[src/rtl/duck_round_ctrl.sv]
// Game-level sequencer for duck hunt: dog intro, per-duck shot/hit/timeout arbitration,
// fall/flee animation ordering, per-round hit tally, score and round advance or game over.
module duck_round_ctrl #(
  parameter int unsigned DUCKS_PER_ROUND = 10,
  parameter int unsigned SHOTS_PER_DUCK  = 3,
  parameter int unsigned FLY_TIMEOUT     = 50,
  parameter int unsigned FALL_FRAMES     = 12,
  parameter int unsigned FLEE_FRAMES     = 15,
  parameter int unsigned PASS_HITS       = 6,
  parameter int unsigned SCORE_PER_HIT   = 500
) (
  input  logic        Clk,
  input  logic        Reset,
  input  logic        Start,
  input  logic        Frame_tick,
  input  logic        Intro_done,
  input  logic        Shot,
  input  logic        Hit,
  output logic        Intro_go,
  output logic        Duck_launch,
  output logic        Duck_fall,
  output logic        Duck_flee,
  output logic [1:0]  Shots_left,
  output logic [3:0]  Duck_index,
  output logic [15:0] Hit_mask,
  output logic [3:0]  Round,
  output logic [15:0] Score,
  output logic        Game_over
);

  localparam logic [7:0]  FlyTimeout = 8'(FLY_TIMEOUT);
  localparam logic [7:0]  FallFrames = 8'(FALL_FRAMES);
  localparam logic [7:0]  FleeFrames = 8'(FLEE_FRAMES);
  localparam logic [4:0]  PassHits   = 5'(PASS_HITS);
  localparam logic [1:0]  ShotsFull  = 2'(SHOTS_PER_DUCK);
  localparam logic [3:0]  LastDuck   = 4'(DUCKS_PER_ROUND - 1);
  localparam logic [16:0] HitPoints  = 17'(SCORE_PER_HIT);

  typedef enum logic [3:0] {
    StIdle,
    StIntro,
    StLaunch,
    StFly,
    StFall,
    StFlee,
    StTally,
    StRoundEnd,
    StGameOver
  } state_e;

  state_e      state_q, state_d;
  logic [6:0]  frame_cnt_q;
  logic [7:0]  cnt_plus;
  logic        shot_ok;
  logic [4:0]  hit_cnt;
  logic        round_pass;
  logic [16:0] score_sum;
  logic [15:0] score_sat;

  // Count including this cycle's tick, so a limit is reached on the tick itself
  assign cnt_plus   = {1'b0, frame_cnt_q} + {7'd0, Frame_tick};
  assign shot_ok    = Shot && (Shots_left != 2'd0);
  assign score_sum  = {1'b0, Score} + HitPoints;
  assign score_sat  = score_sum[16] ? 16'hFFFF : score_sum[15:0];
  assign round_pass = (hit_cnt >= PassHits);

  always_comb begin
    hit_cnt = '0;
    for (int i = 0; i < 16; i++) begin
      hit_cnt = hit_cnt + {4'd0, Hit_mask[i]};
    end
  end

  always_comb begin
    state_d = state_q;
    case (state_q)
      StIdle:     if (Start) state_d = StIntro;
      StIntro:    if (Intro_done) state_d = StLaunch;
      StLaunch:   state_d = StFly;
      StFly: begin
        if (shot_ok && Hit) begin
          state_d = StFall;
        end else if (shot_ok) begin
          if (Shots_left == 2'd1) state_d = StFlee;
        end else if (cnt_plus >= FlyTimeout) begin
          state_d = StFlee;
        end
      end
      StFall:     if (cnt_plus >= FallFrames) state_d = StTally;
      StFlee:     if (cnt_plus >= FleeFrames) state_d = StTally;
      StTally:    state_d = (Duck_index == LastDuck) ? StRoundEnd : StLaunch;
      StRoundEnd: state_d = round_pass ? StIntro : StGameOver;
      StGameOver: if (Start) state_d = StIntro;
      default:    state_d = StIdle;
    endcase
  end

  always_ff @(posedge Clk) begin
    if (Reset) begin
      state_q     <= StIdle;
      frame_cnt_q <= '0;
      Shots_left  <= '0;
      Duck_index  <= '0;
      Hit_mask    <= '0;
      Round       <= '0;
      Score       <= '0;
      Intro_go    <= 1'b0;
      Duck_launch <= 1'b0;
      Duck_fall   <= 1'b0;
      Duck_flee   <= 1'b0;
      Game_over   <= 1'b0;
    end else begin
      state_q     <= state_d;
      Intro_go    <= (state_d == StIntro);
      Duck_launch <= (state_d == StLaunch);
      Duck_fall   <= (state_d == StFall);
      Duck_flee   <= (state_d == StFlee);
      Game_over   <= (state_d == StGameOver);

      if (state_d != state_q) begin
        frame_cnt_q <= '0;
      end else if (Frame_tick && (frame_cnt_q != 7'h7F)) begin
        frame_cnt_q <= frame_cnt_q + 7'd1;
      end

      case (state_q)
        StIdle, StGameOver: begin
          if (Start) begin
            Round      <= 4'd1;
            Score      <= '0;
            Hit_mask   <= '0;
            Duck_index <= '0;
          end
        end
        StLaunch: Shots_left <= ShotsFull;
        StFly: begin
          if (shot_ok) begin
            Shots_left <= Shots_left - 2'd1;
            if (Hit) begin
              Hit_mask[Duck_index] <= 1'b1;
              Score                <= score_sat;
            end
          end
        end
        StTally: begin
          if (Duck_index != LastDuck) Duck_index <= Duck_index + 4'd1;
        end
        StRoundEnd: begin
          if (round_pass) begin
            Round      <= (Round == 4'd15) ? 4'd15 : Round + 4'd1;
            Hit_mask   <= '0;
            Duck_index <= '0;
          end
        end
        default: ;
      endcase
    end
  end

endmodule

[config.mk]
export PLATFORM = sky130hd
export DESIGN_NAME = duck_round_ctrl
export DESIGN_NICKNAME = d
export VERILOG_FILES = /design/src/rtl/duck_round_ctrl.sv
export SDC_FILE = /design/constraint.sdc
export NUM_CORES = 1
export LEC_CHECK = 0
export CAP_MARGIN = 20
export CELL_PAD_IN_SITES_DETAIL_PLACEMENT = 2
export CELL_PAD_IN_SITES_GLOBAL_PLACEMENT = 2
export CORE_ASPECT_RATIO = 1.5
export CORE_MARGIN = 2
export CORE_UTILIZATION = 32
export DETAILED_ROUTE_END_ITERATION = 8
export MAX_ROUTING_LAYER = met4
export PLACE_DENSITY_LB_ADDON = 0.1
export SYNTH_ARGS = -nofsm -noshare
export SYNTH_HDL_FRONTEND = slang
export SYNTH_SLANG_ARGS = --single-unit
[constraint.sdc]
create_clock -name Clk -period 5.9 [get_ports Clk]
set_clock_uncertainty 0.05 [all_clocks]
set_input_delay 1.18 -clock Clk [delete_from_list [all_inputs] [get_ports Clk]]
set_output_delay 1.18 -clock Clk [all_outputs]
set_load 0.01 [all_outputs]
==> impl_metrics.env, run 1 <==
export IMPL_antenna_found_initial=0
export IMPL_cts_tree="yes"
export IMPL_avgRoutedWirePerCell_um=18.0
export IMPL_cp_arrival_ps=5220
export IMPL_fin_crit_ps=5030
export IMPL_synth_top_family_by_area="simple AND/OR/NAND/NOR gates"
export IMPL_yosys_area_top_type="dfxtp_1"
export IMPL_cpMaxStageDelayCell="fa_1"
export IMPL_yosysTopAreaCellShare_pct=33.1
export IMPL_max_freq_mhz=199
export IMPL_power_w=0.00113
export IMPL_slew_headroom_pct=40.8
export IMPL_post_cts_buffers=0
export IMPL_ys_warn_count=0
export IMPL_setup_violations=0
export IMPL_hold_path_end="Hit_mask[15]"
export IMPL_worst_pin_slew_ps=880
export IMPL_synthAdderAreaFrac_pct=11.6
export IMPL_clk_pin_slew_worst_paths_ps=50
export IMPL_wl_um=11100
export IMPL_cp_start_kind="flop"
export IMPL_synthToLayoutAreaGrowth_pct=27.3
export IMPL_whs_ps=450
export IMPL_period_share_pct=85.2
export IMPL_grt_usage_pct=20.7
export IMPL_first_global_vias=3574
export IMPL_gr_total_overflow=0
export IMPL_portBuffers=53
export IMPL_boundaryPins=54
export IMPL_slew_viol_final=0
export IMPL_clockBufferDepth=2
export IMPL_power_leakage_nw=1.59
export IMPL_cp_cell_sequence="inv_1, fa_1, fa_1, fa_1, fa_1, inv_1, ha_1, fa_1, xor2_1, a211o_1, or2_1, nand3_1, nand2b_1, a21oi_1"
export IMPL_power_density_nw_per_um2=257
export IMPL_synth_fp_nets=459
export IMPL_layoutNonFillerInstCount=617
export IMPL_detail_route_antenna_nets=0
export IMPL_hp_start="Hit_mask[15]"
export IMPL_post_cts_resized=0
export IMPL_synth_area_leaders="dfxtp_1, a21oi_1, fa_1, ha_1, o21ai_0"
export IMPL_ys_seq_area_share_pct=33.1
export IMPL_synthMuxAreaShare_pct=1.89
export IMPL_grt_pass1_wl_um=18400
export IMPL_dieArea_um2=11600
export IMPL_r2r_slack_ps=870
export IMPL_n_fill_cell=1226
export IMPL_synthXorXnorAreaFrac_pct=2.03
export IMPL_antennaDiodeCount=0
export IMPL_cts_sinks=57
export IMPL_holdPathStages=2
export IMPL_syn_inst=426
export IMPL_status="completed"
export IMPL_maxCapViolations=0
export IMPL_layout_setup_ws_ps=871
export IMPL_ctsHoldBuffers=0
export IMPL_worst_path_buf_inv=2
export IMPL_synth_seq_cells=57
export IMPL_root_buffer="clkbuf_16"
export IMPL_drive_gt1_share_pct=5.71
export IMPL_core_area_um2=10500
export IMPL_max_stage_delay_ps=570
export IMPL_hold_violations=0
export IMPL_reg2reg_depth=14
export IMPL_endpoint_kind="flop"
export IMPL_path_delay_family="adder cells"
export IMPL_r2r_end="Hit_mask[1]"
export IMPL_die_x_um=88.8
export IMPL_rows=46
export IMPL_async_reset_ff_share_pct=0
export IMPL_dr_pass1_iters=4
export IMPL_cp_data_required_time_ps=6090
export IMPL_r2r_start="Hit_mask[0]"
export IMPL_start_util_pct=32.8
export IMPL_grt_max_degree=30
export IMPL_h_tree_depth=3
export IMPL_drc=0
export IMPL_cts_buffers=9
export IMPL_synthFlopType="dfxtp_1"
export IMPL_rsz0062_at_grt="no"
export IMPL_ir_drop_mv=0.175
export IMPL_crit_type="reg2reg"
export IMPL_crit_path_max_fanout=20
export IMPL_cp_common_cell="fa_1"
export IMPL_synth_area_um2=3450
export IMPL_synth_compound_area_share_pct=21.3
export IMPL_drtIter0Drc=102
export IMPL_holdCritPathClass="reg2reg"
export IMPL_gp_congestion=0.781
export IMPL_vias=3281
export IMPL_die_y_um=131
export IMPL_finalSetupTns_ps=0
export IMPL_insertion_delay_ps=330
export IMPL_synth_edf_count=0
export IMPL_vias_per_cell=5.32
export IMPL_nets=501
export IMPL_synth_cell_types=64
export IMPL_hpwl_um=8050
export IMPL_syn_avg_cell_area_um2=8.10
export IMPL_synthSimpleGateAreaFrac_pct=23.1
export IMPL_pre_cts_slack_ps=935
export IMPL_place_inst=601
## worst reg2reg max path, stage by stage (launching register included)
cell and delay [ps]:
dfxtp_1 330, inv_1 80, fa_1 570, fa_1 450, fa_1 490, fa_1 500
inv_1 50, ha_1 220, fa_1 460, xor2_1 190, a211o_1 310, or2_1 280
nand3_1 140, nand2b_1 480, a21oi_1 340
## worst max path at each step
stage	from	to	slack (ps)	depth (start not counted)
finish	Hit_mask[0]	Hit_mask[1]	870	14
detailed placement	Hit_mask[0]	Hit_mask[8]	940	14
floorplan	Hit_mask[0]	Hit_mask[2]	1250	16
global placement	Hit_mask[5]	Hit_mask[10]	1070	14
CTS	Hit_mask[0]	Hit_mask[1]	840	14
global route	Hit_mask[0]	Hit_mask[1]	560	14
## per-layer routing
layer  up-vias  GRT usage, %  part of all wire [%]
met1      1633          23.2                    41
li1       1602             -                     -
met5         -             -                     0
met2        36          36.7                    56
met4         0          5.72                   1.5
met3        10          3.71                   2.1
## cell type report
class                   instances  area, µm²  area share (%)
repair buffers                 55        546            12.4
inverters                      34        128            2.91
multi-input cells             311       2070            47.1
clock inverters                 5       77.6            1.77
flip-flops and latches         57       1140            26.0
well taps                     144        180            4.10
clock buffers                  11        253            5.75
## state kept, by name (all words and copies together) (netlist names), 2 cells and up
name         count
Hit_mask        16
Score           15
frame_cnt_q      7
Duck_index       4
Round            4
state_q          4
Shots_left       2
## Yosys cell counts (6+ instances only)
library cell / n
ha_1: 16
nand2_1: 33
nor3_1: 15
and3_1: 10
clkbuf_1: 12
nor2_1: 28
nor2b_1: 8
fa_1: 10
nand2b_1: 6
o21ai_0: 28
buf_2: 10
inv_1: 34
dfxtp_1: 57
nand4_1: 10
a21oi_1: 42
nand3_1: 25
a31oi_1: 9
## where the power goes
group          leakage, nW  internal (W)  switching [W]
combinational        0.969     0.0000547      0.0000831
clock                0.162      0.000391       0.000187
sequential           0.461      0.000395      0.0000191
total                 1.59      0.000841       0.000290
## stage by stage
step / cell area [µm²] / utilization [%]
floorplan: 3450 / -
global placement: 4060 / 38.6
detailed placement: 4060 / 38.6
CTS: 4390 / 41.7
global route: 4390 / 41.7
finish: 4390 / 41.7
## layout by cell type (no fill, tap or decap), types with 6 or more instances in the layout
cell,Yosys,routed
a21oi_1,42,42
a31oi_1,9,9
and3_1,10,10
clkbuf_16,0,9
clkdlybuf4s50_1,0,53
dfxtp_1,57,57
fa_1,10,10
ha_1,16,16
inv_1,34,34
nand2_1,33,33
nand2b_1,6,6
nand3_1,25,25
nand4_1,10,10
nor2_1,28,28
nor2b_1,8,8
nor3_1,15,15
o21ai_0,28,28
## cells by family (layout without fill, tap and decap cells)
family,count (synthesis),count (layout)
AO/OA/AOI/OAI,117,117
XOR/XNOR,8,8
adder cells (fa/ha/maj),26,26
buffers and inverters,58,105
flip-flops,57,57
multiplexers,6,6
AND/OR/NAND/NOR,154,154
Note: power is estimated with default switching activity, not from simulation.
==> run 2: changes to the inputs <==
Settings changed: CORE_UTILIZATION 32 to 30, MAX_ROUTING_LAYER met4 to unset.
==> impl_metrics.env, run 2 (synthesis gave the netlist of run 1 again) <==
export IMPL_status="completed"
export IMPL_start_util_pct=30.4
export IMPL_dieArea_um2=12400
export IMPL_final_common_cell="dfxtp_1"
export IMPL_portBuffers=53
export IMPL_cpMaxStageDelayCell="fa_1"
export IMPL_cp_cell_sequence="inv_1, fa_1, fa_1, fa_1, fa_1, inv_1, ha_1, fa_1, xor2_1, a211o_1, or2_1, nand3_1, nand2b_1, a21oi_1"
export IMPL_cts_sinks=57
export IMPL_p_int_w=0.000755
export IMPL_post_cts_resized=0
export IMPL_post_cts_buffers=0
export IMPL_crit_type="reg2reg"
export IMPL_power_frac_clock_pct=46.6
export IMPL_clk_pin_slew_worst_paths_ps=50
export IMPL_holdCritPathClass="reg2reg"
export IMPL_power_frac_comb_pct=13.3
export IMPL_core_area_um2=11400
export IMPL_maxCapViolations=0
export IMPL_cts_buffers=9
export IMPL_setup_violations=0
export IMPL_grt_max_degree=30
export IMPL_crit_path_max_fanout=20
export IMPL_vias=3302
export IMPL_grt_pass1_wl_um=18300
export IMPL_clockBufferDepth=2
export IMPL_fin_crit_ps=5000
export IMPL_cts_tree="yes"
export IMPL_nets=501
export IMPL_vias_per_cell=5.30
export IMPL_p_sw_w=0.000278
export IMPL_avgRoutedWirePerCell_um=17.3
export IMPL_seqPwrFrac_pct=40.1
export IMPL_swShare_pct=26.9
export IMPL_die_x_um=91.6
export IMPL_endpoint_kind="flop"
export IMPL_antenna_found_initial=0
export IMPL_root_buffer="clkbuf_16"
export IMPL_gr_total_overflow=0
export IMPL_worst_path_buf_inv=2
export IMPL_max_freq_mhz=200
export IMPL_cp_start_kind="flop"
export IMPL_ir_drop_mv=0.114
export IMPL_largest_register="Hit_mask"
export IMPL_dr_pass1_iters=4
export IMPL_n_fill_cell=1298
export IMPL_worst_pin_slew_ps=914
export IMPL_synthToLayoutAreaGrowth_pct=25.9
export IMPL_detail_route_antenna_nets=0
export IMPL_first_global_vias=3574
export IMPL_cp_common_cell="fa_1"
export IMPL_cp_arrival_ps=5190
export IMPL_whs_ps=447
export IMPL_path_delay_family="adder cells"
export IMPL_gp_congestion=0.793
export IMPL_cp_data_required_time_ps=6090
export IMPL_finalSetupTns_ps=0
export IMPL_grt_usage_pct=18.5
export IMPL_r2r_slack_ps=900
export IMPL_insertion_delay_ps=330
export IMPL_top_regs="Hit_mask (16), Score (15), frame_cnt_q (7)"
export IMPL_slew_viol_final=0
export IMPL_slew_headroom_pct=38.5
export IMPL_layout_common_cells="dfxtp_1, clkdlybuf4s50_1, a21oi_1"
export IMPL_power_density_nw_per_um2=238
export IMPL_hpwl_um=8070
export IMPL_drc=0
export IMPL_wl_um=10800
export IMPL_hold_violations=0
export IMPL_rows=48
export IMPL_drtIter0Drc=64
export IMPL_period_share_pct=84.8
export IMPL_rsz0062_at_grt="no"
export IMPL_die_y_um=135
export IMPL_power_leakage_nw=1.57
export IMPL_drive_gt1_share_pct=5.29
export IMPL_largest_reg_flops=16
export IMPL_boundaryPins=54
export IMPL_antennaDiodeCount=0
export IMPL_h_tree_depth=3
export IMPL_max_stage_delay_ps=600
export IMPL_ctsHoldBuffers=0
[run 2: changes by cell type in the layout (fill, tap and decap cells not counted), sizes merged]
cell | before | now
bufinv | 2 | 0
clkbuf | 11 | 13
clkinv | 2 | 3
clkinvlp | 1 | 0
[run 2: power groups by stage]
stage                     Combinational [W]  Clock, W  Sequential, W
after floorplan                   0.0000960         0       0.000414
after global placement             0.000137         0       0.000422
after detailed placement           0.000141         0       0.000422
after CTS                          0.000142  0.000498       0.000414
after global routing               0.000155  0.000515       0.000417
final                              0.000137  0.000482       0.000414
[run 2: layout make-up]
class                   count  area [µm²]  area share, %
multi-input cells         311        2070           47.6
flip-flops and latches     57        1140           26.3
repair buffers             55         546           12.6
clock buffers              13         260           5.99
well taps                 150         188           4.32
inverters                  34         128           2.94
clock inverters             3        15.0          0.346
[run 2: tightest hold or removal path, cell delays in order (launching register included)]
cell,delay [ps]
dfxtp_1,300
inv_1,80
a21oi_1,60
[run 2: per-layer routing]
metal,vias up,global-route usage [%],wire (µm)
met5,-,0,0
met4,0,6.57,161
met3,11,2.95,194
met2,37,35.3,6000
met1,1654,20.3,4430
li1,1600,-,-
[run 2: metrics by stage]
stage          instance area [µm²]  total power (W)  setup slack [ps]  util, %  std cells
3_5_place_dp                  4070         0.000563               843     35.8        607
2_1_floorplan                 3450         0.000510              1250        -        426
4_1_cts                       4340          0.00105               826     38.3        623
3_3_place_gp                  4070         0.000559              1030     35.8        607
6_report                      4340          0.00103               897     38.3        623
5_1_grt                       4340          0.00109               547     38.3        623
[run 2: worst paths after layout]
path                              startpoint           end  cells past startpoint
worst min-delay path             Hit_mask[3]   Hit_mask[3]                      2
worst max register to register  Hit_mask[11]  Hit_mask[13]                     14
worst max-delay path            Hit_mask[11]  Hit_mask[13]                     14
worst min register to register   Hit_mask[3]   Hit_mask[3]                      2
==> RTL change 1 (settings of run 1) <==
Register the inputs `Start`, `Frame_tick`, `Intro_done`, `Shot` and `Hit` before use. The logic sees them one clock later.
--- a/src/rtl/duck_round_ctrl.sv
+++ b/src/rtl/duck_round_ctrl.sv
@@ -48,6 +48,20 @@
     StGameOver
   } state_e;
 
+  logic Start_q;
+  logic Frame_tick_q;
+  logic Intro_done_q;
+  logic Shot_q;
+  logic Hit_q;
+
+  always_ff @(posedge Clk) begin
+    Start_q      <= Start;
+    Frame_tick_q <= Frame_tick;
+    Intro_done_q <= Intro_done;
+    Shot_q       <= Shot;
+    Hit_q        <= Hit;
+  end
+
   state_e      state_q, state_d;
   logic [6:0]  frame_cnt_q;
   logic [7:0]  cnt_plus;
@@ -58,8 +72,8 @@
   logic [15:0] score_sat;
 
   // Count including this cycle's tick, so a limit is reached on the tick itself
-  assign cnt_plus   = {1'b0, frame_cnt_q} + {7'd0, Frame_tick};
-  assign shot_ok    = Shot && (Shots_left != 2'd0);
+  assign cnt_plus   = {1'b0, frame_cnt_q} + {7'd0, Frame_tick_q};
+  assign shot_ok    = Shot_q && (Shots_left != 2'd0);
   assign score_sum  = {1'b0, Score} + HitPoints;
   assign score_sat  = score_sum[16] ? 16'hFFFF : score_sum[15:0];
   assign round_pass = (hit_cnt >= PassHits);
@@ -74,11 +88,11 @@
   always_comb begin
     state_d = state_q;
     case (state_q)
-      StIdle:     if (Start) state_d = StIntro;
-      StIntro:    if (Intro_done) state_d = StLaunch;
+      StIdle:     if (Start_q) state_d = StIntro;
+      StIntro:    if (Intro_done_q) state_d = StLaunch;
       StLaunch:   state_d = StFly;
       StFly: begin
-        if (shot_ok && Hit) begin
+        if (shot_ok && Hit_q) begin
           state_d = StFall;
         end else if (shot_ok) begin
           if (Shots_left == 2'd1) state_d = StFlee;
@@ -90,7 +104,7 @@
       StFlee:     if (cnt_plus >= FleeFrames) state_d = StTally;
       StTally:    state_d = (Duck_index == LastDuck) ? StRoundEnd : StLaunch;
       StRoundEnd: state_d = round_pass ? StIntro : StGameOver;
-      StGameOver: if (Start) state_d = StIntro;
+      StGameOver: if (Start_q) state_d = StIntro;
       default:    state_d = StIdle;
     endcase
   end
@@ -119,13 +133,13 @@
 
       if (state_d != state_q) begin
         frame_cnt_q <= '0;
-      end else if (Frame_tick && (frame_cnt_q != 7'h7F)) begin
+      end else if (Frame_tick_q && (frame_cnt_q != 7'h7F)) begin
         frame_cnt_q <= frame_cnt_q + 7'd1;
       end
 
       case (state_q)
         StIdle, StGameOver: begin
-          if (Start) begin
+          if (Start_q) begin
             Round      <= 4'd1;
             Score      <= '0;
             Hit_mask   <= '0;
@@ -136,7 +150,7 @@
         StFly: begin
           if (shot_ok) begin
             Shots_left <= Shots_left - 2'd1;
-            if (Hit) begin
+            if (Hit_q) begin
               Hit_mask[Duck_index] <= 1'b1;
               Score                <= score_sat;
             end
Formal check against the unedited RTL: not equivalent (a bounded check fails within 4 cycles, from zero or initial values and one cycle with Reset high).
==> RTL change 1 against run 1 <==
Total power about the same; design area increased by 2.2%; critical endpoint is now Duck_index[3]; routed wire length increased by 1.2%; area after synthesis increased by 3.6%; critical path type unchanged; sequential power increased by 8.0%; final cell count increased by 0.32%; sequential cell count increased by 5; hold slack improved by 0.00064 ns; die area increased by 3.4%; non-clock buffer count decreased by 1; worst setup slack got worse by 0.0079 ns.
==> RTL change 1: results (changes against run 1) <==
Placement
  – Post-DP HPWL: 8.46 mm (+5.0%)
  – RD Place Congestion: 0.766 (-1.8%)
  – Placed insts: 603 (+0.33%)

Power and ir drop
  – LEAKAGE: 1.62 nW (+2.1%)

Setup path
  – CP max stage delay: 0.62 ns (+0.05 ns)
  – Crit-path slowest cell: or2_1
  – Worst r2r dst: Duck_index[3]
  – CP max FO: 19 (-5.0%)
  – Critical path arrival: 5.17 ns (-0.05 ns)

Drt
  – Met1 Wirelength: 4.47 mm (-1.8%)
  – WL met3: 229 microns (-0.43%)
  – WL met2: 6.37 mm (+3.0%)
  – Via count: 3,314 (+1.0%)
  – 1st-iter DRT viols: 99 (-2.9%)
  – Final WL: 11.3 mm (+1.2%)

Logic synthesis
  – Synth Area in Compound Gates: 0.221 (+0.00775)
  – XOR/XNOR Fraction of Synth Area: 0.0196 (-0.000697)
  – Synthesized instance count: 421 (-1.2%)
  – Largest family of logic cells by synthesized area: compound AO/OA/AOI/OAI gates
  – Mapped Nets: 454 (-1.1%)
  – Sequential-to-total area share from yosys stat: 0.347 (+0.0167)
  – Multiplexer share of the synthesized area: 0.0126 (-0.00625)
  – Yosys cell types: 67 (+4.7%)
  – Post-synthesis adder-cell area fraction: 0.112 (-0.00398)
  – YS warnings: 0 (unchanged)
  – Synth cell count leaders: dfxtp_1, a21oi_1, nor2_1
  – Post-synthesis register bit count: 62 (+8.8%)

Global route
  – Met3 Resource Use GR: 0.0300 (-0.00708)
  – GR Layer Usage met1: 0.218 (-0.0135)
  – First-pass GRT wire length: 19.0 mm (+3.5%)
  – Vias in the first global route: 3,635 (+1.7%)

Final layout
  – N_diodes: 0 (unchanged)
  – Footprint of the multi-input gates: 0.00209 sq mm (+0.97%)
  – Final clock-cell share: 0.0691 (-0.00608)
  – Final nets: 500 (-0.20%)
  – Layout cells sized above 1: 0.0699 (+0.0128)
  – #MultiIn Comb: 306 (-1.6%)
  – Non-clock buffering overhead: 0.120 (-0.00434)
  – Non-CTS buffers: 54 (-1.8%)
  – Seq/total area: 0.277 (+0.0167)

Timing
  – Fin crit period: 5.04 ns (+0.00795 ns)
  – Hold WS: 0.451 ns (+0.000636 ns)
  – Worst Tran Pin Value: 0.959 ns (+0.0788 ns)

Status
  – Status: complete, no violations

Min path
  – Hold Path End: Score[8]
  – Hold path depth: 2 (unchanged)
  – Hold Startpoint: Score[8]
RTL change 1: changes by cell type in the layout (fill, tap and decap cells not counted), moves of 4 or more:
| cell | run 1 | this run |
|---|---|---|
| nand4_1 | 10 | 5 |
| a21oi_1 | 42 | 52 |
| nor2_1 | 28 | 46 |
| dfxtp_1 | 57 | 62 |
| o21ai_0 | 28 | 24 |
| nand2_1 | 33 | 22 |
| nand3_1 | 25 | 14 |
RTL change 1: metrics by stage:
| stage | power [mW] | instance area (sq um) |
|---|---|---|
| floorplan | 0.538 | 3570 |
| global placement | 0.583 | 4180 |
| detailed placement | 0.588 | 4180 |
| global route | 1.18 | 4490 |
| finish | 1.13 | 4490 |
| CTS | 1.14 | 4490 |
RTL change 1: power by group through the flow:
stage,Clock (mW),Sequential [mW],Combinational (mW)
6_report,0.554,0.448,0.128
5_1_grt,0.585,0.450,0.144
4_1_cts,0.565,0.448,0.131
3_5_place_dp,0,0.457,0.131
3_3_place_gp,0,0.457,0.126
2_1_floorplan,0,0.452,0.0853
==> RTL change 2 (settings of run 1) <==
Without the edit above. The parameter `FALL_FRAMES` goes from 12 to 6.
--- a/src/rtl/duck_round_ctrl.sv
+++ b/src/rtl/duck_round_ctrl.sv
@@ -4,7 +4,7 @@
   parameter int unsigned DUCKS_PER_ROUND = 10,
   parameter int unsigned SHOTS_PER_DUCK  = 3,
   parameter int unsigned FLY_TIMEOUT     = 50,
-  parameter int unsigned FALL_FRAMES     = 12,
+  parameter int unsigned FALL_FRAMES     = 6,
   parameter int unsigned FLEE_FRAMES     = 15,
   parameter int unsigned PASS_HITS       = 6,
   parameter int unsigned SCORE_PER_HIT   = 500
Behaviour: same outputs for any inputs over 10 cycles, from zero or initial values and one cycle with Reset high; that may be too few to reach the edited logic, so the function may still have changed.
==> RTL change 2 against run 1 <==
Area after synthesis increased by 2.4%; via count increased by 4.1%; sequential cell count unchanged; final cell count increased by 1.3%; worst setup slack got worse by 0.076 ns; design area increased by 1.3%; combinational power increased by 3%; largest power group unchanged; total power decreased by 4.2%; routed wire length increased by 4.3%.
==> RTL change 2: results (changes against run 1) <==
Setup path
  – Critical path arrival: 5.25 ns (+0.03 ns)
  – CP max stage delay: 0.61 ns (+0.04 ns)
  – Crit-path slowest cell: or2_1
  – CP max FO: 19 (-5.0%)

Status
  – Status: complete, no violations

Final layout
  – Layout cells sized above 1: 0.0649 (+0.00777)
  – Final nets: 507 (+1.2%)
  – Fill count: 1,256 (+2.4%)
  – Largest regs: Hit_mask x16, Score x15, frame_cnt_q x7

Placement
  – Port buffer count: 53 (unchanged)
  – Post-DP HPWL: 8.57 mm (+6.4%)
  – RD Place Congestion: 0.842 (+7.8%)
  – Worst slack, placed: 0.715 ns (-0.220 ns)

Logic synthesis
  – YS warnings: 0 (unchanged)
  – Synth cell count leaders: dfxtp_1, nor2_1, inv_1
  – Yosys cell types: 71 (+11%)
  – Sequential-to-total area share from yosys stat: 0.323 (-0.00785)
  – Area contributors post-synth: dfxtp_1, fa_1, ha_1
  – Mapped Nets: 462 (+0.65%)
  – Ys async rst share: 0 (unchanged)

Power and ir drop
  – Worst vdd ir: 0.138 mV (-21%)
  – LEAKAGE: 1.61 nW (+1.3%)
  – P_int: 797 uW (-5.2%)

Drt
  – 1st-iter DRT viols: 69 (-32%)
  – Via count: 3,416 (+4.1%)
  – TritonRoute pass-1 iters: 4 (unchanged)
  – Final WL: 11.6 mm (+4.3%)

Global route
  – Largest net degree at the start of global routing: 30 (unchanged)
  – GRT Util Overall: 0.209 (+0.00241)
  – First-pass GRT wire length: 19.8 mm (+7.4%)
  – Vias in the first global route: 3,825 (+7.0%)

Clocking
  – Postcts setup bufs: 0 (unchanged)
  – CTS resizes: 0 (unchanged)
  – H-tree levels: 3 (unchanged)
  – CTS Buf Count: 9 (unchanged)
  – Root Driver: clkbuf_16

Timing
  – Setup Viol. Count Final: 0 (unchanged)
  – Worst Tran Pin Value: 1.18 ns (+0.295 ns)
## RTL change 2: stage by stage
| stage | power (mW) | cell area [sq um] | cells |
|---|---|---|---|
| floorplan | 0.513 | 3530 | 429 |
| global placement | 0.561 | 4150 | 610 |
| detailed placement | 0.565 | 4150 | 610 |
| CTS | 1.10 | 4450 | 625 |
| global route | 1.13 | 4450 | 625 |
| finish | 1.08 | 4450 | 625 |
## RTL change 2: logic make-up (layout without fill, tap and decap cells)
group | count (synthesis) | in the layout | synth area share
and+or+nand+nor | 159 | 159 | 0.233
AOI/OAI and AO/OA | 122 | 122 | 0.244
buffers and inverters | 59 | 108 | 0.0708
DFF | 57 | 57 | 0.323
adders and majority gates | 26 | 26 | 0.113
xor gates and xnor gates | 5 | 5 | 0.0124
muxes | 1 | 1 | 0.00319
## RTL change 2: cell type report
class	count	share of cell area
clock inverters	3	0.00900
multi-input cells	313	0.482
flip-flops and latches	57	0.257
repair buffers	54	0.121
inverters	39	0.0329
clock buffers	12	0.0577
well taps	147	0.0414
## RTL change 2: worst paths after layout
path | start | slack, ns | endpoint | cells after the start
setup / recovery | Hit_mask[5] | 0.79 | Hit_mask[5] | 14
hold / removal | Hit_mask[15] | 0.45 | Hit_mask[15] | 2
setup reg to reg | Hit_mask[5] | 0.79 | Hit_mask[5] | 14
hold reg to reg | Hit_mask[15] | 0.45 | Hit_mask[15] | 2
## RTL change 2: worst min-delay path, cell delays in order (launching register included)
cell	delay, ns
dfxtp_1	0.31
inv_1	0.08
a21oi_1	0.06
## RTL change 2: metal layers
layer | track usage | vias to the layer above | share of wire
met5 | - | - | 0
met4 | 0.0684 | 0 | 0.015
met3 | 0.0325 | 11 | 0.014
met2 | 0.397 | 35 | 0.56
met1 | 0.220 | 1728 | 0.41
li1 | - | 1642 | -
## RTL change 2: power by group through the flow
stage / sequential [mW] / clock, mW / combinational [mW]
2_1_floorplan: 0.416 / 0 / 0.0970
3_3_place_gp: 0.420 / 0 / 0.141
3_5_place_dp: 0.421 / 0 / 0.144
4_1_cts: 0.413 / 0.544 / 0.145
5_1_grt: 0.415 / 0.555 / 0.161
6_report: 0.413 / 0.528 / 0.142
